`config.mk`:
```
export PLATFORM = sky130hd
export DESIGN_NAME = collision_lives_manager
export DESIGN_NICKNAME = d
export VERILOG_FILES = /design/src/rtl/collision_lives_manager_pkg.sv /design/src/rtl/collision_lives_manager_car_overlap_check.sv /design/src/rtl/collision_lives_manager.sv
export SDC_FILE = /design/constraint.sdc
export NUM_CORES = 1
export LEC_CHECK = 0
export ABC_AREA = 1
export CAP_MARGIN = 10
export CORE_UTILIZATION = 30
export CTS_CLUSTER_DIAMETER = 150
export CTS_CLUSTER_SIZE = 8
export DETAILED_ROUTE_END_ITERATION = 8
export HOLD_SLACK_MARGIN = 0.12
export SLEW_MARGIN = 5
export SYNTH_ARGS = -nofsm -noshare
export SYNTH_HDL_FRONTEND = slang
export SYNTH_SLANG_ARGS = --single-unit
```
`constraint.sdc`:
```
create_clock -name i_Clk -period 3.25 [get_ports i_Clk]
set_input_delay 0.4875 -clock i_Clk [delete_from_list [all_inputs] [get_ports i_Clk]]
set_output_delay 0.4875 -clock i_Clk [all_outputs]
set_load 0.02 [all_outputs]
```
`src/rtl/collision_lives_manager_pkg.sv`:
```
// Shared game constants and the collision/lives FSM state encoding.
// Purpose : one place for tile geometry, lane rows and state codes used by
//           the collision/lives manager and its per-car overlap checker.
// Ports   : none (package).
package collision_lives_manager_pkg;

  localparam int TILE_SIZE      = 32;   // car/frog width and height, pixels
  localparam int TILE_SHIFT     = 5;    // log2(TILE_SIZE)
  localparam int H_VISIBLE_AREA = 640;  // visible line width, pixels

  // Tile row (0-14) occupied by each car lane
  localparam int LANE_ROW_0 = 3;
  localparam int LANE_ROW_1 = 4;
  localparam int LANE_ROW_2 = 5;
  localparam int LANE_ROW_3 = 7;
  localparam int LANE_ROW_4 = 8;

  typedef enum logic [1:0] {
    PLAY       = 2'd0,
    HIT_FREEZE = 2'd1,
    GAME_OVER  = 2'd2
  } state_t;

endpackage

```
`src/rtl/collision_lives_manager_car_overlap_check.sv`:
```
// One car versus the frog: combinational row/X compare plus the stage-1
// register.
// Ports:
//   i_Clk, i_Reset  clock, synchronous active-high reset
//   i_Sample        capture enable (frame start while play is live)
//   i_Car_X         car left-edge X, pixels
//   i_Frog_X/_Y     frog left-edge X / top-edge Y, pixels
//   o_Overlap       registered overlap flag, valid the cycle after i_Sample
module car_overlap_check #(
  parameter int LANE_ROW   = 3,
  parameter int TILE_SIZE  = 32,
  parameter int TILE_SHIFT = 5
) (
  input  logic       i_Clk,
  input  logic       i_Reset,
  input  logic       i_Sample,
  input  logic [9:0] i_Car_X,
  input  logic [9:0] i_Frog_X,
  input  logic [9:0] i_Frog_Y,
  output logic       o_Overlap
);

  localparam logic signed [10:0] TS = 11'(TILE_SIZE);

  logic [9:0]         frog_row;
  logic signed [10:0] x_diff;
  logic               row_match;
  logic               x_close;
  logic               overlap_d;
  logic               overlap_q;

  assign frog_row  = i_Frog_Y >> TILE_SHIFT;
  assign row_match = (frog_row == 10'(LANE_ROW));

  // Zero-extended 11-bit signed difference: no horizontal wrap, so a car at
  // the right edge never matches a frog at the left edge.
  assign x_diff  = $signed({1'b0, i_Frog_X}) - $signed({1'b0, i_Car_X});
  assign x_close = (x_diff < TS) && (x_diff > -TS);

  // Outside a sample cycle the stage holds nothing, so a stale compare can
  // never reach the FSM.
  always_comb begin
    overlap_d = 1'b0;
    if (i_Sample) overlap_d = row_match & x_close;
  end

  always_ff @(posedge i_Clk) begin
    if (i_Reset) overlap_q <= 1'b0;
    else         overlap_q <= overlap_d;
  end

  assign o_Overlap = overlap_q;

endmodule

```
`src/rtl/collision_lives_manager.sv`:
```
// Frog/car collision detection, lives bookkeeping and freeze/game-over
// control, evaluated once per video frame.
// Ports:
//   i_Clk, i_Reset        clock, synchronous active-high reset
//   i_Frame_Start         one-cycle pulse at start of vertical blanking
//   i_Car_X_0..4          car left-edge X positions
//   i_Frog_X, i_Frog_Y    frog position
//   i_Restart             start button, honoured only in GAME_OVER
//   o_Hit                 one-cycle pulse per accepted collision
//   o_Respawn             one-cycle pulse: frog back to start tile
//   o_Freeze              high in HIT_FREEZE and GAME_OVER
//   o_Lives               remaining lives
//   o_Game_Over           high in GAME_OVER
module collision_lives_manager #(
  parameter int TILE_SIZE     = collision_lives_manager_pkg::TILE_SIZE,
  parameter int TILE_SHIFT    = collision_lives_manager_pkg::TILE_SHIFT,
  parameter int LANE_ROW_0    = collision_lives_manager_pkg::LANE_ROW_0,
  parameter int LANE_ROW_1    = collision_lives_manager_pkg::LANE_ROW_1,
  parameter int LANE_ROW_2    = collision_lives_manager_pkg::LANE_ROW_2,
  parameter int LANE_ROW_3    = collision_lives_manager_pkg::LANE_ROW_3,
  parameter int LANE_ROW_4    = collision_lives_manager_pkg::LANE_ROW_4,
  parameter int START_LIVES   = 3,
  parameter int FREEZE_FRAMES = 60
) (
  input  logic       i_Clk,
  input  logic       i_Reset,
  input  logic       i_Frame_Start,
  input  logic [9:0] i_Car_X_0,
  input  logic [9:0] i_Car_X_1,
  input  logic [9:0] i_Car_X_2,
  input  logic [9:0] i_Car_X_3,
  input  logic [9:0] i_Car_X_4,
  input  logic [9:0] i_Frog_X,
  input  logic [9:0] i_Frog_Y,
  input  logic       i_Restart,
  output logic       o_Hit,
  output logic       o_Respawn,
  output logic       o_Freeze,
  output logic [1:0] o_Lives,
  output logic       o_Game_Over
);

  import collision_lives_manager_pkg::*;

  localparam int NUM_CARS = 5;
  localparam int CNT_W    = (FREEZE_FRAMES > 1) ? $clog2(FREEZE_FRAMES) : 1;

  localparam logic [NUM_CARS-1:0][3:0] LANE_ROWS = {
    4'(LANE_ROW_4), 4'(LANE_ROW_3), 4'(LANE_ROW_2), 4'(LANE_ROW_1), 4'(LANE_ROW_0)
  };

  logic [NUM_CARS-1:0][9:0] car_x;
  logic [NUM_CARS-1:0]      overlap;
  logic                     any_hit;
  logic                     sample_en;

  state_t     state_q, state_d;
  logic [1:0] lives_q, lives_d;
  logic [CNT_W-1:0] cnt_q, cnt_d;
  logic       hit_q, hit_d;
  logic       respawn_q, respawn_d;
  logic       freeze_q, freeze_d;
  logic       game_over_q, game_over_d;

  assign car_x = {i_Car_X_4, i_Car_X_3, i_Car_X_2, i_Car_X_1, i_Car_X_0};

  // Only sample while play is live and no hit is being accepted this cycle:
  // frames seen during freeze/game-over (including the respawn frame and a
  // restart frame) never produce a hit, and the pipeline is flushed on entry.
  assign sample_en = i_Frame_Start && (state_q == PLAY) && !any_hit;

  for (genvar g = 0; g < NUM_CARS; g++) begin : g_car
    car_overlap_check #(
      .LANE_ROW   (int'(LANE_ROWS[g])),
      .TILE_SIZE  (TILE_SIZE),
      .TILE_SHIFT (TILE_SHIFT)
    ) u_car (
      .i_Clk     (i_Clk),
      .i_Reset   (i_Reset),
      .i_Sample  (sample_en),
      .i_Car_X   (car_x[g]),
      .i_Frog_X  (i_Frog_X),
      .i_Frog_Y  (i_Frog_Y),
      .o_Overlap (overlap[g])
    );
  end

  // Stage 2: several cars on the frog in one frame still count as one hit.
  assign any_hit = |overlap;

  always_comb begin
    state_d   = state_q;
    lives_d   = lives_q;
    cnt_d     = cnt_q;
    hit_d     = 1'b0;
    respawn_d = 1'b0;
    case (state_q)
      PLAY: begin
        if (any_hit) begin
          hit_d = 1'b1;
          if (lives_q <= 2'd1) begin
            lives_d = 2'd0;
            state_d = GAME_OVER;
          end else begin
            lives_d = lives_q - 2'd1;
            cnt_d   = CNT_W'(FREEZE_FRAMES - 1);
            state_d = HIT_FREEZE;
          end
        end
      end
      HIT_FREEZE: begin
        if (i_Frame_Start) begin
          if (cnt_q == '0) begin
            respawn_d = 1'b1;
            state_d   = PLAY;
          end else begin
            cnt_d = cnt_q - 1'b1;
          end
        end
      end
      GAME_OVER: begin
        lives_d = 2'd0;
        if (i_Restart) begin
          lives_d   = 2'(START_LIVES);
          respawn_d = 1'b1;
          state_d   = PLAY;
        end
      end
      default: state_d = PLAY;
    endcase
    freeze_d    = (state_d != PLAY);
    game_over_d = (state_d == GAME_OVER);
  end

  always_ff @(posedge i_Clk) begin
    if (i_Reset) begin
      state_q     <= PLAY;
      lives_q     <= 2'(START_LIVES);
      cnt_q       <= '0;
      hit_q       <= 1'b0;
      respawn_q   <= 1'b0;
      freeze_q    <= 1'b0;
      game_over_q <= 1'b0;
    end else begin
      state_q     <= state_d;
      lives_q     <= lives_d;
      cnt_q       <= cnt_d;
      hit_q       <= hit_d;
      respawn_q   <= respawn_d;
      freeze_q    <= freeze_d;
      game_over_q <= game_over_d;
    end
  end

  assign o_Hit       = hit_q;
  assign o_Respawn   = respawn_q;
  assign o_Freeze    = freeze_q;
  assign o_Lives     = lives_q;
  assign o_Game_Over = game_over_q;

endmodule
```
==> qor.txt <==
Status -> complete, no violations
Iteration-0 DRC Markers -> 164
Clk Tree Root Cell -> clkbuf_16
Initial antenna violation count -> 0
Drt first pass iters -> 5
Critical Path Sink Type -> register
Top Ports -> 80
Peak supply drop -> 150 uV
Post-synth EDFFs -> 0
Die width -> 119 microns
Synth area leader -> nand2_1
Endpoints failing setup -> 0
Die Ht -> 119 microns
Commonest non-fill, non-tap cell in the layout -> nand2_1
Ys async rst share -> 0
Synth Instances -> 754
Worst-case reg-to-reg path depth -> 8
GRT Total Usage -> 0.164
Initial core utilization -> 0.309
Fin util -> 0.388
H-tree lvl count -> 1
Reg clk slew, reported paths -> 60 ps
Worst skew pair latency -> 250 ps
Worst EP required -> 3430 ps
Total grt overflow -> 0
Die footprint -> 14200 sq um
Top cell type's share of synthesized area -> 0.210
Cts bufs inserted -> 3
Most frequent cells in the layout -> nand2_1 (231), inv_1 (163), nor2_1 (82)
Hold Path Depth -> 1
Largest net degree at the start of global routing -> 12
Vias in the first global route -> 4405
ANT nets after route -> 0
Register area share after synthesis -> 0.0921
Post-synth cell types -> 32
Hpwl dp -> 9390 microns
CP Launch Type -> input pin
Maxcap violations -> 0
Post-route minimum period -> 2580 ps
Pre-CTS WS -> 390 ps
R2r setup slk -> 1420 ps
Worst EP arrival -> 2760 ps
WL final -> 11000 microns
Worst-margin pin slew -> 537 ps
Pwr/cell area -> 234 nW/um^2
Final-stage net count -> 968
RSZ-0062 raised after global routing -> no
Core Box Area -> 13300 sq um
#FFs+latches synth -> 19
Worst-path maximum fanout -> 5
Synth-to-layout area growth -> 25.4%
Post-CTS Resized -> 0
Worst setup margin -> 674 ps
Diodes inserted -> 0
Num rows -> 42
Tot Pwr -> 1.21 mW
CTS tree -> yes
First-pass GRT wire length -> 19300 microns
Max clock buf depth -> 2
Clk sinks -> 19
Layout cells sized above 1 -> 0.0312
Vias -> 4545
GPL Wtd Cong -> 0.887
Max-slew violation count -> 0
Setup bufs post-CTS -> 0
Setup CP Type -> in -> reg
Top FF cell, synth -> dfxtp_1
Hold Violations, Final -> 0
Largest cells by area after synthesis -> nand2_1 (21%), ha_1 (17%), inv_1 (15%)
Setup TNS -> 0 ps
Syn Nets -> 888
Post-Syn Area -> 4130 sq um
Max-slew headroom -> 0.639
Layout Skew -> 3.49 ps
Hold WS -> 464 ps
Post-DR wirelength/cell -> 10.9 microns
DRC viols -> 0
Hold buffer count at cts -> 0
Period utilisation layout -> 0.793
Syn avg cell area -> 5.48 sq um
# port buffers -> 74
Ys Warns -> 0
Vias per cell -> 4.50
Leakage power -> 2.90 nW
Fmax -> 388 MHz
HP Class -> reg -> reg
layer usage:
layer	vias up	wire (microns)	GRT usage
li1	2526	-	-
met1	1936	5690	0.223
met2	77	4960	0.285
met3	6	298	0.0144
met4	0	97	0.0227
met5	-	0	0
flip-flops by register name, summed over array words and instances (netlist names):
signal / cells
o_Respawn: 1
state_q: 2
o_Freeze: 1
o_Hit: 1
g_car.u_car.o_Overlap: 5
o_Lives: 2
cnt_q: 6
o_Game_Over: 1
cells by family (layout without fill, tap and decap cells):
| logic type | count (synthesis) | after routing | share of synthesized area |
|---|---|---|---|
| fa+ha+maj | 60 | 60 | 0.191 |
| buf+inv | 164 | 243 | 0.149 |
| flops | 19 | 19 | 0.0921 |
| simple gates | 432 | 432 | 0.449 |
| xor+xnor | 11 | 11 | 0.0233 |
| compound gates | 68 | 68 | 0.0955 |
metrics by stage:
| step | instances | cell area (sq um) |
|---|---|---|
| after CTS | 1009 | 5180 |
| final | 1009 | 5180 |
| after global routing | 1009 | 5180 |
| after detailed placement | 1005 | 5100 |
| after global placement | 1005 | 5100 |
| after floorplan | 754 | 4130 |
where the power goes:
| part | total [mW] | internal [mW] | switching, mW | leakage, nW |
|---|---|---|---|---|
| Sequential | 0.239 | 0.236 | 0.00225 | 0.153 |
| Clock | 0.259 | 0.165 | 0.0935 | 0.0409 |
| Combinational | 0.715 | 0.300 | 0.415 | 2.70 |
final timing paths:
kind | from | end
min | cnt_q[0] | cnt_q[0]
max reg2reg | state_q[0] | g_car[2].u_car.o_Overlap
min reg2reg | cnt_q[0] | cnt_q[0]
max | i_Frog_X[0] | g_car[0].u_car.o_Overlap
cell type report:
cell class                 count  area (sq um)
clock inverter                 1          5.00
tap                          176           220
inverter                     164           616
sequential                    19           380
timing repair buffer          75           748
clock buffer                   3          75.1
multi-input combinational    571          3130
fill                        1551          8170
synthesized netlist by cell type (8+ instances only):
| cell | number |
|---|---|
| nand3_1 | 67 |
| xor2_1 | 8 |
| nand2_1 | 231 |
| nand2_2 | 11 |
| inv_1 | 163 |
| o21ai_0 | 19 |
| nand4_1 | 16 |
| ha_1 | 55 |
| nor2_1 | 82 |
| nand3b_1 | 11 |
| dfxtp_1 | 19 |
| a21oi_1 | 29 |
worst max-delay path: stages:
cell and delay [ps]:
clkdlybuf4s50_1 400, inv_1 220, ha_1 200, inv_1 90
fa_1 410, nand3_1 130, nand3_2 110, nand2_1 100
nand2_1 50, nand2_1 70, nand2_1 60, nor2_1 120
nand4_1 90, nand2_1 70, nand2_1 40, nor2_1 100
(Power assumes the default switching activity.)
